===== src/rtl/div_seq.sv =====
// div_seq: iterative restoring divider for MIPS DIV/DIVU in the EX stage.
// Produces {remainder, quotient} after WIDTH shift-subtract iterations and
// asks the pipeline to stall while the operation is in flight.
module div_seq #(
  parameter int WIDTH = 32
) (
  input  logic               clk,
  input  logic               rst,
  input  logic               start_i,
  input  logic               signed_div_i,
  input  logic [WIDTH-1:0]   opdata1_i,
  input  logic [WIDTH-1:0]   opdata2_i,
  input  logic               annul_i,
  output logic [2*WIDTH-1:0] result_o,
  output logic               ready_o,
  output logic               stallreq_o
);

  localparam int CW = $clog2(WIDTH) + 1;

  typedef enum logic [1:0] {
    S_IDLE   = 2'd0,
    S_BYZERO = 2'd1,
    S_ON     = 2'd2,
    S_END    = 2'd3
  } state_t;

  state_t            state;
  state_t            state_n;
  logic [CW-1:0]     cnt;
  logic [WIDTH-1:0]  rem;
  logic [WIDTH-1:0]  quo;
  logic [WIDTH-1:0]  dvs;
  logic              neg_q;
  logic              neg_r;

  // Datapath of one restoring iteration.
  logic [WIDTH:0]        rem_sh;
  logic signed [WIDTH:0] diff;
  logic [WIDTH-1:0]      rem_n;
  logic [WIDTH-1:0]      quo_n;

  // Two's-complement negate when requested; used for both the operand
  // magnitude on entry and the sign fix-up on exit.
  function automatic logic [WIDTH-1:0] fix_sign(input logic [WIDTH-1:0] v,
                                                input logic neg);
    return neg ? (WIDTH'(0) - v) : v;
  endfunction

  // Shift {rem, quo} left and try to subtract the divisor. The partial
  // remainder is always below the divisor, so WIDTH+1 bits hold the
  // difference with a trustworthy sign bit.
  always_comb begin
    rem_sh = {rem, quo[WIDTH-1]};
    diff   = $signed(rem_sh - {1'b0, dvs});
    if (diff >= 0) begin
      rem_n = diff[WIDTH-1:0];
      quo_n = {quo[WIDTH-2:0], 1'b1};
    end else begin
      rem_n = rem_sh[WIDTH-1:0];
      quo_n = {quo[WIDTH-2:0], 1'b0};
    end
  end

  // Next-state logic; cancellation wins over everything else.
  always_comb begin
    state_n = state;
    if (annul_i) begin
      state_n = S_IDLE;
    end else begin
      case (state)
        S_IDLE: begin
          if (start_i) begin
            state_n = (opdata2_i == '0) ? S_BYZERO : S_ON;
          end
        end
        S_BYZERO: state_n = S_END;
        S_ON: begin
          if (cnt == CW'(WIDTH - 1)) begin
            state_n = S_END;
          end
        end
        S_END:    state_n = S_IDLE;
        default:  state_n = S_IDLE;
      endcase
    end
  end

  // State, iteration counter and operand/partial-result registers.
  always_ff @(posedge clk) begin
    if (rst) begin
      state <= S_IDLE;
      cnt   <= '0;
      rem   <= '0;
      quo   <= '0;
      dvs   <= '0;
      neg_q <= 1'b0;
      neg_r <= 1'b0;
    end else begin
      state <= state_n;
      case (state)
        S_IDLE: begin
          if (start_i && !annul_i) begin
            cnt <= '0;
            rem <= '0;
            if (opdata2_i == '0) begin
              // Divide-by-zero reports an all-zero result.
              quo   <= '0;
              dvs   <= '0;
              neg_q <= 1'b0;
              neg_r <= 1'b0;
            end else begin
              quo   <= fix_sign(opdata1_i, signed_div_i & opdata1_i[WIDTH-1]);
              dvs   <= fix_sign(opdata2_i, signed_div_i & opdata2_i[WIDTH-1]);
              neg_q <= signed_div_i & (opdata1_i[WIDTH-1] ^ opdata2_i[WIDTH-1]);
              neg_r <= signed_div_i & opdata1_i[WIDTH-1];
            end
          end
        end
        S_ON: begin
          if (!annul_i) begin
            rem <= rem_n;
            quo <= quo_n;
            cnt <= cnt + CW'(1);
          end
        end
        default: ;
      endcase
    end
  end

  // Result is visible only during the single END cycle, with sign fix-up.
  always_comb begin
    ready_o  = (state == S_END);
    result_o = '0;
    if (state == S_END) begin
      result_o = {fix_sign(rem, neg_r), fix_sign(quo, neg_q)};
    end
  end

  // Hold the pipeline while a divide is pending and not being cancelled.
  always_comb begin
    stallreq_o = start_i & ~ready_o & ~annul_i;
  end

endmodule


===== config.mk =====
export PLATFORM = sky130hd
export DESIGN_NAME = div_seq
export DESIGN_NICKNAME = d
export VERILOG_FILES = /design/src/rtl/div_seq.sv
export SDC_FILE = /design/constraint.sdc
export NUM_CORES = 1
export LEC_CHECK = 0
export BUFFER_PORTS_ARGS = -buffer_cell sky130_fd_sc_hd__buf_2
export CORE_AREA = 2 2 113 158
export DETAILED_ROUTE_END_ITERATION = 7
export DIE_AREA = 0 0 115 160
export HOLD_SLACK_MARGIN = 0.08
export PLACE_DENSITY = 0.73
export SLEW_MARGIN = 5
export SYNTH_ARGS = -nofsm -noshare
export SYNTH_HDL_FRONTEND = slang
export SYNTH_SLANG_ARGS = --single-unit

===== constraint.sdc =====
create_clock -name clk -period 2.7 [get_ports clk]
set_input_delay 0.135 -clock clk [delete_from_list [all_inputs] [get_ports clk]]
set_output_delay 0.135 -clock clk [all_outputs]
set_load 0.02 [all_outputs]

==> results.sh, run 1 <==
export IMPL_io_pin_count=135
export IMPL_wl_met3_um=1700
export IMPL_grt_pass1_wl_um=43600
export IMPL_dieArea_um2=18400
export IMPL_syn_area_um2=8850
export IMPL_die_x_um=115
export IMPL_wire_per_inst_um=17.0
export IMPL_cts_buffer_depth=2
export IMPL_cts_htree_levels=3
export IMPL_fin_setup_tns_ns=-28.40
export IMPL_worstMarginPinSlew_ns=0.632
export IMPL_yosys_area_top_type="dfxtp_1"
export IMPL_vias=9995
export IMPL_async_flop_share_pct=0
export IMPL_place_ws_ns=-0.499
export IMPL_wl_met2_um=15000
export IMPL_crit_type="flop to output port"
export IMPL_numCtsBuffers=9
export IMPL_via_per_inst=5.85
export IMPL_p_per_area_nw_per_um2=356
export IMPL_reg2reg_from="quo[31]"
export IMPL_period_share_pct=131
export IMPL_syn_nets=1299
export IMPL_worstRegToRegCells=14
export IMPL_synth_seq_cells=106
export IMPL_diodes=0
export IMPL_r2r_end="rem[30]"
export IMPL_fin_cells=1709
export IMPL_grt_setup_unrepaired="yes"
export IMPL_io_buffers=134
export IMPL_cts_tree="yes"
export IMPL_grt_overflow=0
export IMPL_slew_headroom_pct=57.9
export IMPL_report_final_slew_viol_count=0
export IMPL_seq_area_frac_synth_pct=24.0
export IMPL_cp_required_ns=2.57
export IMPL_drive_gt1_share_pct=38.1
export IMPL_synth_top_flop_cell="dfxtp_1"
export IMPL_status="finished, violations left"
export IMPL_insertion_delay_ns=0.36
export IMPL_hold_end="quo[19]"
export IMPL_synthTopCellsByArea="dfxtp_1 24%, xnor2_1 10%, nand2_1 6.4%"
export IMPL_grt_total_usage_pct=29.1
export IMPL_core_um2=17100
export IMPL_first_pass_iters=7
export IMPL_syn_area_per_cell_um2=7.45
export IMPL_final_hold_viol_count=0
export IMPL_cts_sinks=106
export IMPL_dp_hpwl_um=19900
export IMPL_die_height_um=160
export IMPL_cts_root_buf="clkbuf_16"
export IMPL_vdd_ir_drop_max_mv=0.263
export IMPL_yosysWarningCount=0
export IMPL_clock_fmax_ghz=0.283
export IMPL_drc=0
export IMPL_cap_violations=0
export IMPL_synth_edf_count=0
export IMPL_power_leakage_nw=5.49
export IMPL_layout_setup_ws_ns=-0.828
export IMPL_holdCritPathClass="input port to flop"
export IMPL_path_clk_slew_ns=0.07
export IMPL_min_period_ns=3.53
export IMPL_grt_pass1_vias=9447
export IMPL_nets=1609
export IMPL_place_inst=1663
export IMPL_violations="setup timing"
export IMPL_ant_nets=0
export IMPL_areaGrowthSynthToFinish_pct=45.8
export IMPL_fin_util_pct=75.4
export IMPL_fin_skew_ns=0.00964
export IMPL_gp_congestion=0.958
export IMPL_drt_iter0_markers=501
export IMPL_rows=57
export IMPL_worstPathMaxFanout=5
export IMPL_grt_start_max_net_pins=56
export IMPL_r2r_slack_ns=-0.36
export IMPL_synth_top_area_share_pct=24.0
export IMPL_synth_cell_type_count=62
export IMPL_min_delay_start="opdata1_i[19]"
export IMPL_hold_depth=4
export IMPL_wl_met1_um=11400
export IMPL_setup_viol_count_final=100
export IMPL_start_kind="flop"
export IMPL_synth_cells=1189
export IMPL_topRoutingLayerUsed="met5"
export IMPL_start_util_pct=51.7
export IMPL_holdWs_ns=0.104
export IMPL_critPathArrivalTime_ns=3.39
export IMPL_end_kind="output port"
export IMPL_antenna_found_initial=1
export IMPL_fill_cells=1209
export IMPL_routed_wl_um=29000
-- area by class of cell --
cell class / count / area [um^2] / area share (%)
flip-flops and latches: 106 / 2140 / 16.6
repair buffers: 360 / 2730 / 21.2
inverters: 50 / 188 / 1.45
multi-input cells: 972 / 7300 / 56.6
clock buffers: 12 / 256 / 1.99
clock inverters: 3 / 25.0 / 0.194
well taps: 206 / 258 / 2.00
-- cell usage in the layout, fill, tap and decap left out, types with 29 or more instances in the layout --
cell / instances
dfxtp_1: 89
nand2_1: 116
o21ai_0: 47
and2_1: 45
nand3_1: 38
nor2_1: 75
mux2i_1: 31
a21oi_1: 56
buf_2: 102
xnor2_1: 94
a31oi_1: 29
ha_1: 30
o21ai_1: 30
buf_4: 200
xor2_1: 36
inv_1: 47
buf_6: 49
-- per-stage QoR --
stage	total power, mW	area, um^2
floorplan	2.50	9100
global placement	2.98	11300
detailed placement	3.01	11300
CTS	4.42	12300
global route	4.79	12900
finish	4.60	12900
-- routing by layer --
metal	up-vias	global-route usage, %
li1	4842	-
met1	4681	32.7
met2	378	53.5
met3	92	4.82
met4	2	11.4
met5	-	0
-- where the power goes --
group,switching (mW),total (mW),internal (mW)
logic,0.872,1.63,0.756
registers,0.0583,1.69,1.63
clock network,0.607,1.28,0.676
total,1.54,4.60,3.06
-- worst max path at each step --
stage | end | from | cells past startpoint | slack [ns]
after detailed placement | result_o[63] | rem[5] | 11 | -0.50
final | result_o[27] | quo[2] | 11 | -0.83
after global routing | result_o[62] | rem[5] | 11 | -0.90
after global placement | result_o[63] | rem[5] | 11 | -0.49
after floorplan | result_o[62] | rem[5] | 10 | -0.25
after CTS | result_o[62] | rem[5] | 11 | -0.79
-- cells in the mapped netlist, types with 7 or more instances --
cell,instances
a211oi_1,24
a21o_1,9
a21oi_1,66
a31oi_1,33
and2_1,67
and3_1,8
clkbuf_1,52
dfxtp_1,106
ha_1,40
inv_1,50
mux2i_1,33
nand2_1,150
nand2b_1,7
nand3_1,41
nand4_1,7
nor2_1,79
nor2b_1,9
nor3_1,20
nor4_1,10
o21a_1,9
o21ai_0,83
o21ai_1,8
o31ai_1,27
o41ai_1,10
or3_1,19
or4_1,12
xnor2_1,103
xor2_1,37
-- kinds of logic (layout without fill, tap and decap cells) --
kind of cell,count (synthesis),in the layout,share of synthesized area (%)
AND/OR/NAND/NOR,452,452,25.7
buffers and inverters,112,425,4.83
adder cells (fa/ha/maj),41,41,5.88
AO/OA/AOI/OAI,305,305,22.0
XOR/XNOR,140,141,13.9
flip-flops,106,106,24.0
multiplexers,33,33,3.73
-- worst max-delay path: stages, from the launching register on --
cell,delay [ns]
dfxtp_2,0.32
or3_4,0.40
or3_4,0.34
or3b_4,0.43
nor2_4,0.10
nand2_2,0.07
or4_4,0.56
buf_4,0.18
o31ai_4,0.21
xnor2_2,0.15
and2_4,0.17
buf_6,0.10
-- sequential cells by signal (all words and copies together), names as in the netlist --
register and count:
dvs 32, quo 32, rem 32, cnt 6, state 2, neg_q 1, neg_r 1
-- repair_timing --
item / CTS / global route
endpoints found under the setup margin: 68 / 108
hold buffers: 1 / 0
hold endpoints to repair: 2 / 0
setup buffers: 19 / 14
gates cloned: 1 / 3
pin swaps: 46 / 70
gates resized for setup: 142 / 118
No activity file was read; power rests on OpenSTA's default activity.
==> run 2, diff against run 1 <==
--- a/config.mk
+++ b/config.mk
@@ -7,6 +7,7 @@
 export LEC_CHECK = 0
 export BUFFER_PORTS_ARGS = -buffer_cell sky130_fd_sc_hd__buf_2
 export CORE_AREA = 2 2 113 158
+export CTS_CLUSTER_SIZE = 28
 export DETAILED_ROUTE_END_ITERATION = 7
 export DIE_AREA = 0 0 115 160
 export HOLD_SLACK_MARGIN = 0.08
@@ -15,3 +16,4 @@
 export SYNTH_ARGS = -nofsm -noshare
 export SYNTH_HDL_FRONTEND = slang
 export SYNTH_SLANG_ARGS = --single-unit
+export TNS_END_PERCENT = 50
==> run 2 against run 1 <==
Against the previous run: the flow still finishes with violations (setup timing); fmax grew 0.46%; first-iteration DRC count shrank 12%; wire length shrank 7.1%; clock power grew 7%; via count shrank 3.7%; utilization shrank 2.9 points; sequential cell count is the same; sequential power is essentially flat; critical endpoint is now result_o[60]; largest cell class unchanged.
==> results.sh, run 2 (synthesized netlist as in run 1, its figures left out) <==
export IMPL_grt_start_max_net_pins=56
export IMPL_cts_tree="yes"
export IMPL_cts_buffer_depth=2
export IMPL_fin_skew_ns=0.0109
export IMPL_r2r_slack_ns=-0.32
export IMPL_crit_top_cell="or4_4"
export IMPL_violations="setup timing"
export IMPL_holdCritPathClass="input port to flop"
export IMPL_final_area_um2=12400
export IMPL_final_common_cell="buf_4"
export IMPL_dp_hpwl_um=19800
export IMPL_final_hold_viol_count=0
export IMPL_nets=1592
export IMPL_io_pin_count=135
export IMPL_start_util_pct=51.7
export IMPL_slew_headroom_pct=38.6
export IMPL_timing_critical_path_buf_inv=1
export IMPL_grt_total_usage_pct=28.5
export IMPL_fill_cells=1360
export IMPL_p_per_area_nw_per_um2=363
export IMPL_rows=57
export IMPL_cap_violations=0
export IMPL_drc=0
export IMPL_start_kind="flop"
export IMPL_dieArea_um2=18400
export IMPL_grt_pass1_wl_um=43400
export IMPL_place_area_um2=11200
export IMPL_crit_type="flop to output port"
export IMPL_critPathArrivalTime_ns=3.38
export IMPL_insertion_delay_ns=0.35
export IMPL_drt_iter0_markers=443
export IMPL_cts_root_buf="clkbuf_16"
export IMPL_critical_path_cell_chain="or4_4 > nor4_4 > and2b_2 > nand3_2 > or4_4 > or4_4 > nand2b_4 > o21ai_2 > xnor2_1 > and2_4 > buf_6"
export IMPL_drive_gt1_share_pct=33.0
export IMPL_fin_util_pct=72.5
export IMPL_areaGrowthSynthToFinish_pct=40.2
export IMPL_report_final_slew_viol_count=0
export IMPL_clock_fmax_ghz=0.285
export IMPL_critPathMaxStageDelay_ns=0.55
export IMPL_cts_sinks=106
export IMPL_top_regs="dvs (32), quo (32), rem (32)"
export IMPL_ant_nets=0
export IMPL_cp_required_ns=2.57
export IMPL_first_pass_iters=5
export IMPL_grt_setup_unrepaired="yes"
export IMPL_antenna_found_initial=4
export IMPL_setup_viol_count_final=70
export IMPL_worstPathMaxFanout=5
export IMPL_core_um2=17100
export IMPL_grt_overflow=0
export IMPL_via_per_inst=5.68
export IMPL_path_clk_slew_ns=0.08
export IMPL_die_x_um=115
export IMPL_routed_wl_um=27000
export IMPL_min_period_ns=3.51
export IMPL_gp_congestion=0.919
export IMPL_die_height_um=160
export IMPL_crit_family="simple AND/OR/NAND/NOR gates"
export IMPL_end_kind="output port"
export IMPL_cts_htree_levels=3
export IMPL_final_cell_mix="212 x buf_4, 146 x nand2_1, 100 x xnor2_1, 96 x buf_2, 90 x dfxtp_1"
export IMPL_layout_setup_ws_ns=-0.812
export IMPL_vdd_ir_drop_max_mv=0.276
export IMPL_grt_pass1_vias=9332
export IMPL_numCtsBuffers=9
export IMPL_io_buffers=134
export IMPL_status="finished, violations left"
export IMPL_crit_slowest_cell="or4_4"
export IMPL_vias=9627
export IMPL_period_share_pct=130
export IMPL_wire_per_inst_um=15.9
export IMPL_worstMarginPinSlew_ns=0.920
export IMPL_power_leakage_nw=5.20
[run 2: worst paths after layout]
kind | start | to | depth (start not counted)
setup / recovery | rem[5] | result_o[60] | 11
hold reg to reg | dvs[25] | dvs[25] | 2
hold / removal | opdata1_i[12] | quo[12] | 4
setup reg to reg | quo[31] | rem[12] | 15
[run 2: where the power goes]
part | total [mW] | switching (mW) | internal, mW
sequential | 1.69 | 0.0635 | 1.63
clock | 1.37 | 0.640 | 0.730
combinational | 1.44 | 0.765 | 0.672
[run 2: stage by stage]
step | cells | setup TNS (ns) | total power [mW] | setup slack [ns] | hold slack [ns]
finish | 1694 | -23.01 | 4.50 | -0.812 | 0.114
global route | 1693 | -30.35 | 4.71 | -0.908 | 0.140
CTS | 1680 | -21.97 | 4.42 | -0.795 | 0.109
detailed placement | 1648 | -28.32 | 2.95 | -0.482 | 0.440
global placement | 1648 | -24.93 | 2.92 | -0.464 | 0.434
floorplan | 1189 | -4.68 | 2.49 | -0.253 | 0.211
[run 2: what timing repair did]
item,CTS,global route
resized for setup,115,59
pin swaps,41,31
setup endpoints to repair,68,74
hold endpoints to repair,2,0
setup buffers,14,13
gates cloned,2,1
hold buffers,1,0
[run 2: cell type report]
class	count	area, um^2	area share (%)
antenna	1	2.50	0.0202
timing repair buffer	344	2560	20.6
sequential	106	2140	17.3
tap	206	258	2.08
multi-input combinational	971	6960	56.1
inverter	50	188	1.51
clock inverter	7	75.1	0.605
clock buffer	9	225	1.81
[run 2: routing by layer]
metal | vias up | routed length [um] | share of wire (%) | track usage [%]
li1 | 4799 | - | - | -
met2 | 244 | 14200 | 52 | 52.8
met5 | - | 24 | 0.089 | 0
met4 | 4 | 780 | 2.9 | 10.4
met1 | 4520 | 10800 | 40 | 32.4
met3 | 60 | 1220 | 4.5 | 4.21
[run 2: worst min-delay path, delay by kind of cell]
kind	cells	cell delay [ns]
xor gates and xnor gates	1	0.07
AOI/OAI and AO/OA	1	0.06
and+or+nand+nor	1	0.06
buffers and inverters	1	0.09
==> run 3, diff against run 2 <==
--- a/config.mk
+++ b/config.mk
@@ -5,13 +5,14 @@
 export SDC_FILE = /design/constraint.sdc
 export NUM_CORES = 1
 export LEC_CHECK = 0
+export ABC_AREA = 1
 export BUFFER_PORTS_ARGS = -buffer_cell sky130_fd_sc_hd__buf_2
-export CORE_AREA = 2 2 113 158
+export CORE_AREA = 2 2 122 172
 export CTS_CLUSTER_SIZE = 28
 export DETAILED_ROUTE_END_ITERATION = 7
-export DIE_AREA = 0 0 115 160
+export DIE_AREA = 0 0 124 174
 export HOLD_SLACK_MARGIN = 0.08
-export PLACE_DENSITY = 0.73
+export PLACE_DENSITY = 0.74
 export SLEW_MARGIN = 5
 export SYNTH_ARGS = -nofsm -noshare
 export SYNTH_HDL_FRONTEND = slang
==> run 3 against run 2 <==
Against the previous run: the flow now finishes without violations; clock-buffer cell count is 1 higher; design area is 0.16% higher; clock skew is 0.0058 ns higher; critical path depth is 1 higher; cell count is 40% higher; synthesized cell count is 66% higher; global-route usage is 6.3 points higher; via count is 35% higher; total power is 0.43% higher; critical path type unchanged; critical endpoint is now result_o[14]; highest routed layer is now met4.
==> results.sh, run 3 <==
export IMPL_end_kind="output port"
export IMPL_cap_violations=0
export IMPL_synth_most_common_cell="nand2_1"
export IMPL_drc=0
export IMPL_insertion_delay_ns=0.37
export IMPL_cts_tree="yes"
export IMPL_async_flop_share_pct=0
export IMPL_r2r_slack_ns=0.19
export IMPL_cts_root_buf="clkbuf_16"
export IMPL_dp_hpwl_um=29600
export IMPL_vias=13000
export IMPL_grt_pass1_vias=12200
export IMPL_cts_htree_levels=3
export IMPL_syn_area_per_cell_um2=5.53
export IMPL_ant_nets=0
export IMPL_drive_gt1_share_pct=12.8
export IMPL_crit_type="flop to output port"
export IMPL_final_cell_mix="535 x nand2_1, 342 x inv_1, 182 x nor2_1, 182 x a21oi_1, 177 x nand3_1"
export IMPL_setup_viol_count_final=0
export IMPL_critPathArrivalTime_ns=2.51
export IMPL_cts_sinks=106
export IMPL_yosysWarningCount=0
export IMPL_diodes=0
export IMPL_status="completed"
export IMPL_worstMarginPinSlew_ns=0.597
export IMPL_grt_pass1_wl_um=59000
export IMPL_grt_start_max_net_pins=96
export IMPL_synth_top_cells_by_count="540 x nand2_1, 347 x inv_1, 184 x a21oi_1"
export IMPL_core_um2=20200
export IMPL_fin_util_pct=61.6
export IMPL_top_regs="dvs (32), quo (32), rem (32)"
export IMPL_io_buffers=134
export IMPL_cp_required_ns=2.57
export IMPL_grt_total_usage_pct=34.8
export IMPL_syn_area_um2=10900
export IMPL_wire_per_inst_um=15.8
export IMPL_dieArea_um2=21600
export IMPL_holdCritPathClass="input port to flop"
export IMPL_p_per_area_nw_per_um2=364
export IMPL_power_leakage_nw=6.33
export IMPL_vdd_ir_drop_max_mv=0.334
export IMPL_grt_overflow=0
export IMPL_worstRegToRegCells=14
export IMPL_final_common_cell="nand2_1"
export IMPL_fin_skew_ns=0.0167
export IMPL_areaGrowthSynthToFinish_pct=14.2
export IMPL_place_area_um2=11900
export IMPL_start_util_pct=54.0
export IMPL_synth_seq_cells=106
export IMPL_hold_depth=4
export IMPL_report_final_slew_viol_count=0
export IMPL_synth_top_flop_cell="dfxtp_1"
export IMPL_antenna_found_initial=1
export IMPL_gp_congestion=0.978
export IMPL_final_hold_viol_count=0
export IMPL_yosys_area_top_type="dfxtp_1"
export IMPL_die_x_um=124
export IMPL_synthTopCellsByArea="dfxtp_1 19%, nand2_1 19%, inv_1 12%"
export IMPL_clock_fmax_ghz=0.379
export IMPL_cts_buffer_depth=2
export IMPL_syn_nets=2078
export IMPL_period_share_pct=97.8
export IMPL_path_clk_slew_ns=0.07
export IMPL_synth_edf_count=0
export IMPL_via_per_inst=5.49
export IMPL_routed_wl_um=37400
export IMPL_die_height_um=174
export IMPL_start_kind="flop"
export IMPL_seq_area_frac_synth_pct=19.5
export IMPL_drt_iter0_markers=803
export IMPL_io_pin_count=135
export IMPL_synth_cells=1968
export IMPL_grt_setup_unrepaired="yes"
export IMPL_synth_top_area_share_pct=19.5
export IMPL_rows=62
export IMPL_first_pass_iters=5
export IMPL_numCtsBuffers=9
export IMPL_nets=2214
export IMPL_synth_cell_type_count=42
export IMPL_final_area_um2=12400
export IMPL_min_period_ns=2.64
export IMPL_slew_headroom_pct=60.1
export IMPL_worstPathMaxFanout=4
-- run 3: changes by cell type in the layout (fill, tap and decap cells not counted), sizes merged, moves of 29 or more --
cell / delta
and2: -65
a21oi: +121
nand2: +406
buf: -160
a31oi: -29
o22ai: +31
xnor2: -82
mux2i: -33
inv: +301
nor2: +113
nand3: +141
-- run 3: kinds of logic after synthesis --
| kind of cell | count (synthesis) | synth area share [%] |
|---|---|---|
| buffers and inverters | 413 | 14.9 |
| XOR/XNOR | 46 | 3.70 |
| AND/OR/NAND/NOR | 1028 | 40.7 |
| AO/OA/AOI/OAI | 334 | 16.5 |
| adder cells (fa/ha/maj) | 41 | 4.78 |
| flip-flops | 106 | 19.5 |
-- run 3: layer usage --
metal	track usage (%)	wire length [um]
met3	5.61	1890
met4	25.6	3290
met2	61.4	18600
met5	0	0
met1	36.2	13500
-- run 3: repair_timing --
item	4_1_cts	5_1_grt
hold endpoints to repair	4	0
hold buffers	3	0
resized for setup	5	42
setup endpoints to repair	5	51
cloned	0	1
pin swaps	1	15
setup buffers	0	12
-- run 3: worst paths after layout --
| kind | start | endpoint |
|---|---|---|
| worst min-delay path | opdata1_i[18] | quo[18] |
| worst min register to register | dvs[18] | dvs[18] |
| worst max-delay path | quo[1] | result_o[14] |
| worst max register to register | rem[4] | rem[31] |
-- run 3: final cells by class --
class                   count  area, um^2
fillers                  2160        7740
flip-flops and latches    106        2130
multi-input cells        1450        7270
repair buffers            185        1110
clock inverters             5        37.5
inverters                 352        1320
clock buffers              10         239
well taps                 256         320
-- run 3: where the power goes --
group          internal (mW)  leakage (nW)  switching, mW  total, mW
combinational          0.514          5.33           1.04       1.56
sequential              1.62         0.866         0.0529       1.68
clock                  0.653         0.137          0.634       1.29
total                   2.79          6.33           1.73       4.52
-- run 3: critical path, cell delays in order (launching register included) --
cell	delay (ns)
dfxtp_2	0.35
inv_4	0.07
ha_4	0.13
inv_2	0.05
nor3_4	0.18
nand2_2	0.09
nor3_2	0.22
nand2_2	0.12
nor2_4	0.16
buf_4	0.13
nor3_1	0.04
nor3_1	0.36
buf_2	0.24
-- run 3: through the flow --
stage / worst slack, ns / setup TNS, ns / hold slack [ns] / cells / power (mW)
finish: 0.0589 / 0 / 0.0964 / 2364 / 4.52
global route: -0.0525 / -0.364 / 0.110 / 2364 / 4.78
CTS: 0.00587 / 0 / 0.0866 / 2351 / 4.44
detailed placement: 0.134 / 0 / 0.446 / 2333 / 3.16
global placement: 0.207 / 0 / 0.440 / 2333 / 3.15
floorplan: 0.524 / 0 / 0.280 / 1968 / 2.74
